## src/rtl/stdaes_optimized_inv_key_expantion.sv

```systemverilog
// -----------------------------------------------------------------------------
// stdaes_optimized_inv_key_expantion
//
// Iterative AES-128 decryption key scheduler. A cipher key is accepted in
// IDLE. The forward schedule then runs to round key 10, one round per cycle.
// After that the schedule is stepped backwards, presenting round keys 10..0
// one per handshake. The forward and inverse steps share one 32-bit SubWord
// (StdAES_Optimized_SubBytes) whose input is muxed by state.
//
// Ports
//   CLK        in   sole clock, rising edge
//   RST        in   synchronous active-high reset
//   key_in     in   128-bit cipher key (word 0 = [127:96], byte 0 = [127:120])
//   key_valid  in   key_in valid
//   key_ready  out  high only in IDLE
//   rk_out     out  current round key, same ordering as key_in
//   rk_idx     out  round number of rk_out (10 down to 0)
//   rk_valid   out  rk_out/rk_idx valid
//   rk_ready   in   consumer accepts on rk_valid & rk_ready
//   rk_last    out  rk_valid & (rk_idx == 0)
//   busy       out  state != IDLE
// -----------------------------------------------------------------------------

// Four parallel AES S-boxes (SubWord). Each S-box is computed as the GF(2^8)
// multiplicative inverse followed by the AES affine transform.
module StdAES_Optimized_SubBytes (
  input  logic [31:0] data_in,
  output logic [31:0] data_out
);

  function automatic logic [7:0] gf_mul(input logic [7:0] a, input logic [7:0] b);
    logic [7:0] p;
    logic [7:0] x;
    p = 8'h00;
    x = a;
    for (int i = 0; i < 8; i++) begin
      if (b[i]) p = p ^ x;
      x = {x[6:0], 1'b0} ^ (x[7] ? 8'h1b : 8'h00);
    end
    return p;
  endfunction

  // a^254 is the multiplicative inverse (and maps 0 to 0): the loop builds
  // a^3, a^7, ... a^127, then one final squaring gives a^254.
  function automatic logic [7:0] sbox(input logic [7:0] a);
    logic [7:0] r;
    r = a;
    for (int i = 0; i < 6; i++) begin
      r = gf_mul(gf_mul(r, r), a);
    end
    r = gf_mul(r, r);
    return r ^ {r[6:0], r[7]} ^ {r[5:0], r[7:6]} ^ {r[4:0], r[7:5]} ^
           {r[3:0], r[7:4]} ^ 8'h63;
  endfunction

  always_comb begin
    data_out = {sbox(data_in[31:24]), sbox(data_in[23:16]),
                sbox(data_in[15:8]),  sbox(data_in[7:0])};
  end

endmodule

module stdaes_optimized_inv_key_expantion (
  input  logic         CLK,
  input  logic         RST,
  input  logic [127:0] key_in,
  input  logic         key_valid,
  output logic         key_ready,
  output logic [127:0] rk_out,
  output logic [3:0]   rk_idx,
  output logic         rk_valid,
  input  logic         rk_ready,
  output logic         rk_last,
  output logic         busy
);

  typedef enum logic [1:0] {IDLE, FWD, REV} state_t;

  state_t       state, state_nxt;
  logic [127:0] k, k_nxt;
  logic [3:0]   cnt, cnt_nxt;
  logic [7:0]   rcon, rcon_nxt;

  logic [31:0]  w0, w1, w2, w3;
  logic [31:0]  sub_src, sub_in, sub_out;
  logic [31:0]  f0, f1, f2, f3;
  logic [31:0]  i0, i1, i2, i3;

  function automatic logic [7:0] xtime(input logic [7:0] x);
    return {x[6:0], 1'b0} ^ (x[7] ? 8'h1b : 8'h00);
  endfunction

  function automatic logic [7:0] inv_xtime(input logic [7:0] x);
    return {1'b0, x[7:1]} ^ (x[0] ? 8'h8d : 8'h00);
  endfunction

  assign w0 = k[127:96];
  assign w1 = k[95:64];
  assign w2 = k[63:32];
  assign w3 = k[31:0];

  // In REV the previous round's w3 is recovered as w3 ^ w2 before SubWord.
  assign sub_src = (state == REV) ? (w3 ^ w2) : w3;
  assign sub_in  = {sub_src[23:0], sub_src[31:24]};

  StdAES_Optimized_SubBytes u_subword (
    .data_in  (sub_in),
    .data_out (sub_out)
  );

  // Forward round: next round key from the current one.
  assign f0 = w0 ^ sub_out ^ {rcon, 24'h0};
  assign f1 = w1 ^ f0;
  assign f2 = w2 ^ f1;
  assign f3 = w3 ^ f2;

  // Inverse round: previous round key from the current one.
  assign i3 = w3 ^ w2;
  assign i2 = w2 ^ w1;
  assign i1 = w1 ^ w0;
  assign i0 = w0 ^ sub_out ^ {rcon, 24'h0};

  always_comb begin
    state_nxt = state;
    k_nxt     = k;
    cnt_nxt   = cnt;
    rcon_nxt  = rcon;
    case (state)
      IDLE: begin
        if (key_valid) begin
          k_nxt     = key_in;
          cnt_nxt   = 4'd1;
          rcon_nxt  = 8'h01;
          state_nxt = FWD;
        end
      end
      FWD: begin
        k_nxt = {f0, f1, f2, f3};
        if (cnt == 4'd10) begin
          // rcon stays at 8'h36: it is exactly the constant needed to leave
          // round 10 in the reverse direction.
          state_nxt = REV;
        end else begin
          cnt_nxt  = cnt + 4'd1;
          rcon_nxt = xtime(rcon);
        end
      end
      REV: begin
        if (rk_ready) begin
          if (cnt != 4'd0) begin
            k_nxt    = {i0, i1, i2, i3};
            cnt_nxt  = cnt - 4'd1;
            rcon_nxt = inv_xtime(rcon);
          end else begin
            state_nxt = IDLE;
          end
        end
      end
      default: state_nxt = IDLE;
    endcase
  end

  always_ff @(posedge CLK) begin
    if (RST) begin
      state <= IDLE;
      k     <= 128'h0;
      cnt   <= 4'd0;
      rcon  <= 8'h00;
    end else begin
      state <= state_nxt;
      k     <= k_nxt;
      cnt   <= cnt_nxt;
      rcon  <= rcon_nxt;
    end
  end

  assign key_ready = (state == IDLE);
  assign busy      = (state != IDLE);
  assign rk_valid  = (state == REV);
  assign rk_last   = (state == REV) && (cnt == 4'd0);
  assign rk_out    = k;
  assign rk_idx    = cnt;

endmodule
```

## config.mk

```make
export PLATFORM = sky130hd
export DESIGN_NAME = stdaes_optimized_inv_key_expantion
export DESIGN_NICKNAME = d
export VERILOG_FILES = /design/src/rtl/stdaes_optimized_inv_key_expantion.sv
export SDC_FILE = /design/constraint.sdc
export NUM_CORES = 2
export LEC_CHECK = 0
export CAP_MARGIN = 20
export CELL_PAD_IN_SITES_DETAIL_PLACEMENT = 1
export CELL_PAD_IN_SITES_GLOBAL_PLACEMENT = 1
export CORE_MARGIN = 2
export CORE_UTILIZATION = 53
export DETAILED_ROUTE_END_ITERATION = 7
export GPL_TIMING_DRIVEN = 0
export PLACE_DENSITY_LB_ADDON = 0.1
export SLEW_MARGIN = 20
export SYNTH_ARGS = -nofsm -noshare
export SYNTH_HDL_FRONTEND = slang
export SYNTH_SLANG_ARGS = --single-unit
```

## constraint.sdc

```tcl
create_clock -name CLK -period 38.3 [get_ports CLK]
set_clock_uncertainty 0.2 [all_clocks]
set_input_delay 5.745 -clock CLK [delete_from_list [all_inputs] [get_ports CLK]]
set_output_delay 5.745 -clock CLK [all_outputs]
set_load 0.01 [all_outputs]
```

==> impl_metrics.yaml <==
cts:
  cts_hold_buf: 0
  clockBufferDepth: 2
  cts_resized: 0
  root_buffer: "clkbuf_16"
  clkLatencyLatePin_ns: 0.48
  cts_tree: "built"
  cts.clk_slew.worst_paths_ns: 0.08
  cts_sinks: 142
  h-tree-depth: 4
  cts_inserted_buffers: 17
  post-cts-setup-buffer-count: 0
synthesis:
  synthTopCellsByArea: "xnor2_1, xnor3_1, xor2_1"
  synth_compound_area_share_pct: 16.9
  synth_top_area_share_pct: 18.8
  muxShareOfSynthArea_pct: 3.67
  synth_area_sq_um: 69200
  synthTopCellsByCount: "xnor2_1, nor2_1, nand2_1"
  yosysSeqAreaShare_pct: 4.11
  synth_xor_xnor_area_share_pct: 50.3
  synth_top_family_by_area: "XOR/XNOR gates"
  synth-edff-count: 0
  synth_fp_nets: 9006
  yosys_most_used_dff: "dfxtp_1"
  synth_cell_types: 121
  synth-adder-area-share_pct: 0.643
  synth_top_area_cell: "xnor2_1"
  yosysMostFrequentCell: "xnor2_1"
  synth-simple-area-share_pct: 19.1
  synth-async-reset-ratio_pct: 0
  yosysWarnings: 0
  synth_seq_cells: 142
  syn_avg_cell_area_sq_um: 7.83
  synth_cells: 8839
hold_path:
  hp-start: "rk_idx[2]"
  whs_path_depth: 2
  hp-class: "reg2reg"
  holdPathEnd: "rk_idx[2]"
status:
  status: "complete, but fails checks"
  violations: "DRC"
setup_path:
  cpLargestDelayFamily: "XOR/XNOR gates"
  arrival_ns: 35.33
  crit_buf_inv: 27
  cp-start-kind: "register"
  crit_path_top_delay_cell: "xnor2_1"
  r2r_cells: 106
  r2r-end: "rk_out[22]"
  regToRegStartpoint: "state[0]"
  cp_max_fo: 10
  ff2ff_setup_slack_ns: 3.09
  required_ns: 38.42
  critPathCaptureType: "register"
  path_depth: 106
  slowest_delay_ns: 0.83
  crit_top_cell: "xnor2_1"
  worstSetupPathType: "reg2reg"
sta:
  holdWs_ns: 0.304
  maxSlewHeadroom_pct: 22.2
  drv_slew: 0
  setup_violations: 0
  finalHoldViolCount: 0
  grt_setup_unrepaired: "no"
  tightestPinTransition_ns: 1.17
  min_period_ns: 35.21
  max_clock_freq_mhz: 28.4
  min_period_over_period_pct: 91.9
  setup_tns_ns: 0
route:
  drc: 2
  ant_nets: 0
  avgRoutedWirePerCell_um: 27.3
  drt_wl_total_um: 297000
  vias_per_cell: 6.57
  first_pass_iters: 8
  num_vias: 71600
  drt_iter0_drc: 8052
global_route:
  grt_pass1_wl_um: 441000
  grt_pass1_vias: 71000
  grt_max_degree: 17
  grt_util_all_layers_pct: 42.6
  grt_antenna_before_repair: 21
  grt_overflow: 0
die:
  dieArea_sq_um: 134000
  io-pin-count: 268
  num_rows: 132
  die_h_um: 365
  initial_core_util_pct: 53.4
  core_region_area_sq_um: 130000
  die_w_um: 365
cells_and_area:
  fin_util_pct: 57.6
  fillers: 16200
  area.growth.synth_to_final_pct: 7.84
  layout-drive-gt1-share_pct: 6.51
  final_area_sq_um: 74700
  finalNetCount: 9291
place:
  place_area_sq_um: 74100
  numPortBuffers: 266
  hpwlAfterDp_um: 233000
  place_congestion: 1.02
run:
  max_cap_violations: 0
## metal layers
| metal | GRT usage, % | routed length, um | vias to the layer above |
|---|---|---|---|
| met5 | 0.908 | 312 | - |
| met4 | 20.5 | 16500 | 28 |
| met3 | 12.7 | 37600 | 863 |
| met2 | 64.0 | 125000 | 4031 |
| met1 | 55.6 | 117000 | 35400 |
| li1 | - | - | 31200 |
## layout make-up
| type | instances | area [sq um] | area share, % |
|---|---|---|---|
| timing repair buffer | 266 | 2660 | 3.57 |
| clock buffer | 19 | 443 | 0.593 |
| tap | 1742 | 2180 | 2.92 |
| antenna | 10 | 25.0 | 0.0335 |
| multi-input combinational | 7841 | 62800 | 84.0 |
| sequential | 142 | 2840 | 3.81 |
| buffer | 709 | 3100 | 4.15 |
| clock inverter | 13 | 104 | 0.139 |
| inverter | 147 | 552 | 0.739 |
## logic make-up after synthesis
kind of cell             after synthesis
XOR/XNOR                            2891
adder cells (fa/ha/maj)               35
flip-flops                           142
AND/OR/NAND/NOR                     2966
multiplexers                         248
buffers and inverters                856
AO/OA/AOI/OAI                       1701
## metrics by stage
| step | instances | setup WS (ns) |
|---|---|---|
| after global routing | 10900 | 1.71 |
| after floorplan | 8839 | 12.20 |
| final | 10900 | 3.09 |
| after CTS | 10900 | 3.99 |
| after global placement | 10800 | 5.15 |
| after detailed placement | 10800 | 4.15 |
## worst max-delay path by stage
stage	from	end	slack [ns]
detailed placement	state[0]	rk_out[23]	4.15
floorplan	state[0]	rk_out[53]	12.20
finish	state[0]	rk_out[22]	3.09
global placement	state[0]	rk_out[23]	5.15
CTS	state[0]	rk_out[23]	3.99
global route	state[0]	rk_out[22]	1.71
## cells in the final DEF (no fill, tap or decap), types with 35 or more instances in the layout
cell	synthesis	layout
buf_1	74	74
o21ai_1	50	51
xnor2_2	98	100
xor3_1	73	73
a21oi_1	386	386
a22oi_1	61	61
xor2_1	664	664
buf_4	35	35
inv_1	119	119
nor3_1	245	245
o211ai_1	48	48
and3_1	41	41
xnor3_1	472	472
a211oi_1	59	59
clkbuf_1	423	424
buf_2	163	163
nand2b_1	77	77
and2_1	56	56
nand2_1	833	833
clkdlybuf4s50_1	0	266
dfxtp_1	142	142
nor4_1	94	94
nand3_1	159	159
nor2b_1	49	49
a32oi_1	43	43
xnor2_1	1488	1486
xor2_2	47	47
a221oi_1	107	107
mux2i_1	203	203
o21ai_0	321	320
nor2_1	1188	1188
o22ai_1	121	121
mux2_2	39	39
o221ai_1	38	38
a31oi_1	48	48
## worst register-to-register path, delay by kind of cell (launching register included)
family / cells / cell delay (ns)
xor gates and xnor gates: 45 / 18.15
buffers and inverters: 27 / 8.47
adders and majority gates: 8 / 2.92
AOI/OAI and AO/OA: 11 / 2.56
and+or+nand+nor: 12 / 1.77
muxes: 3 / 0.65
DFF: 1 / 0.35
## state kept, by name (all words and copies together), names as in the netlist
name	count
rk_out	128
rcon	8
rk_idx	4
state	2
Power is not shown: default switching activity piles up to over one toggle a cycle in this logic, so the estimate is an artifact.
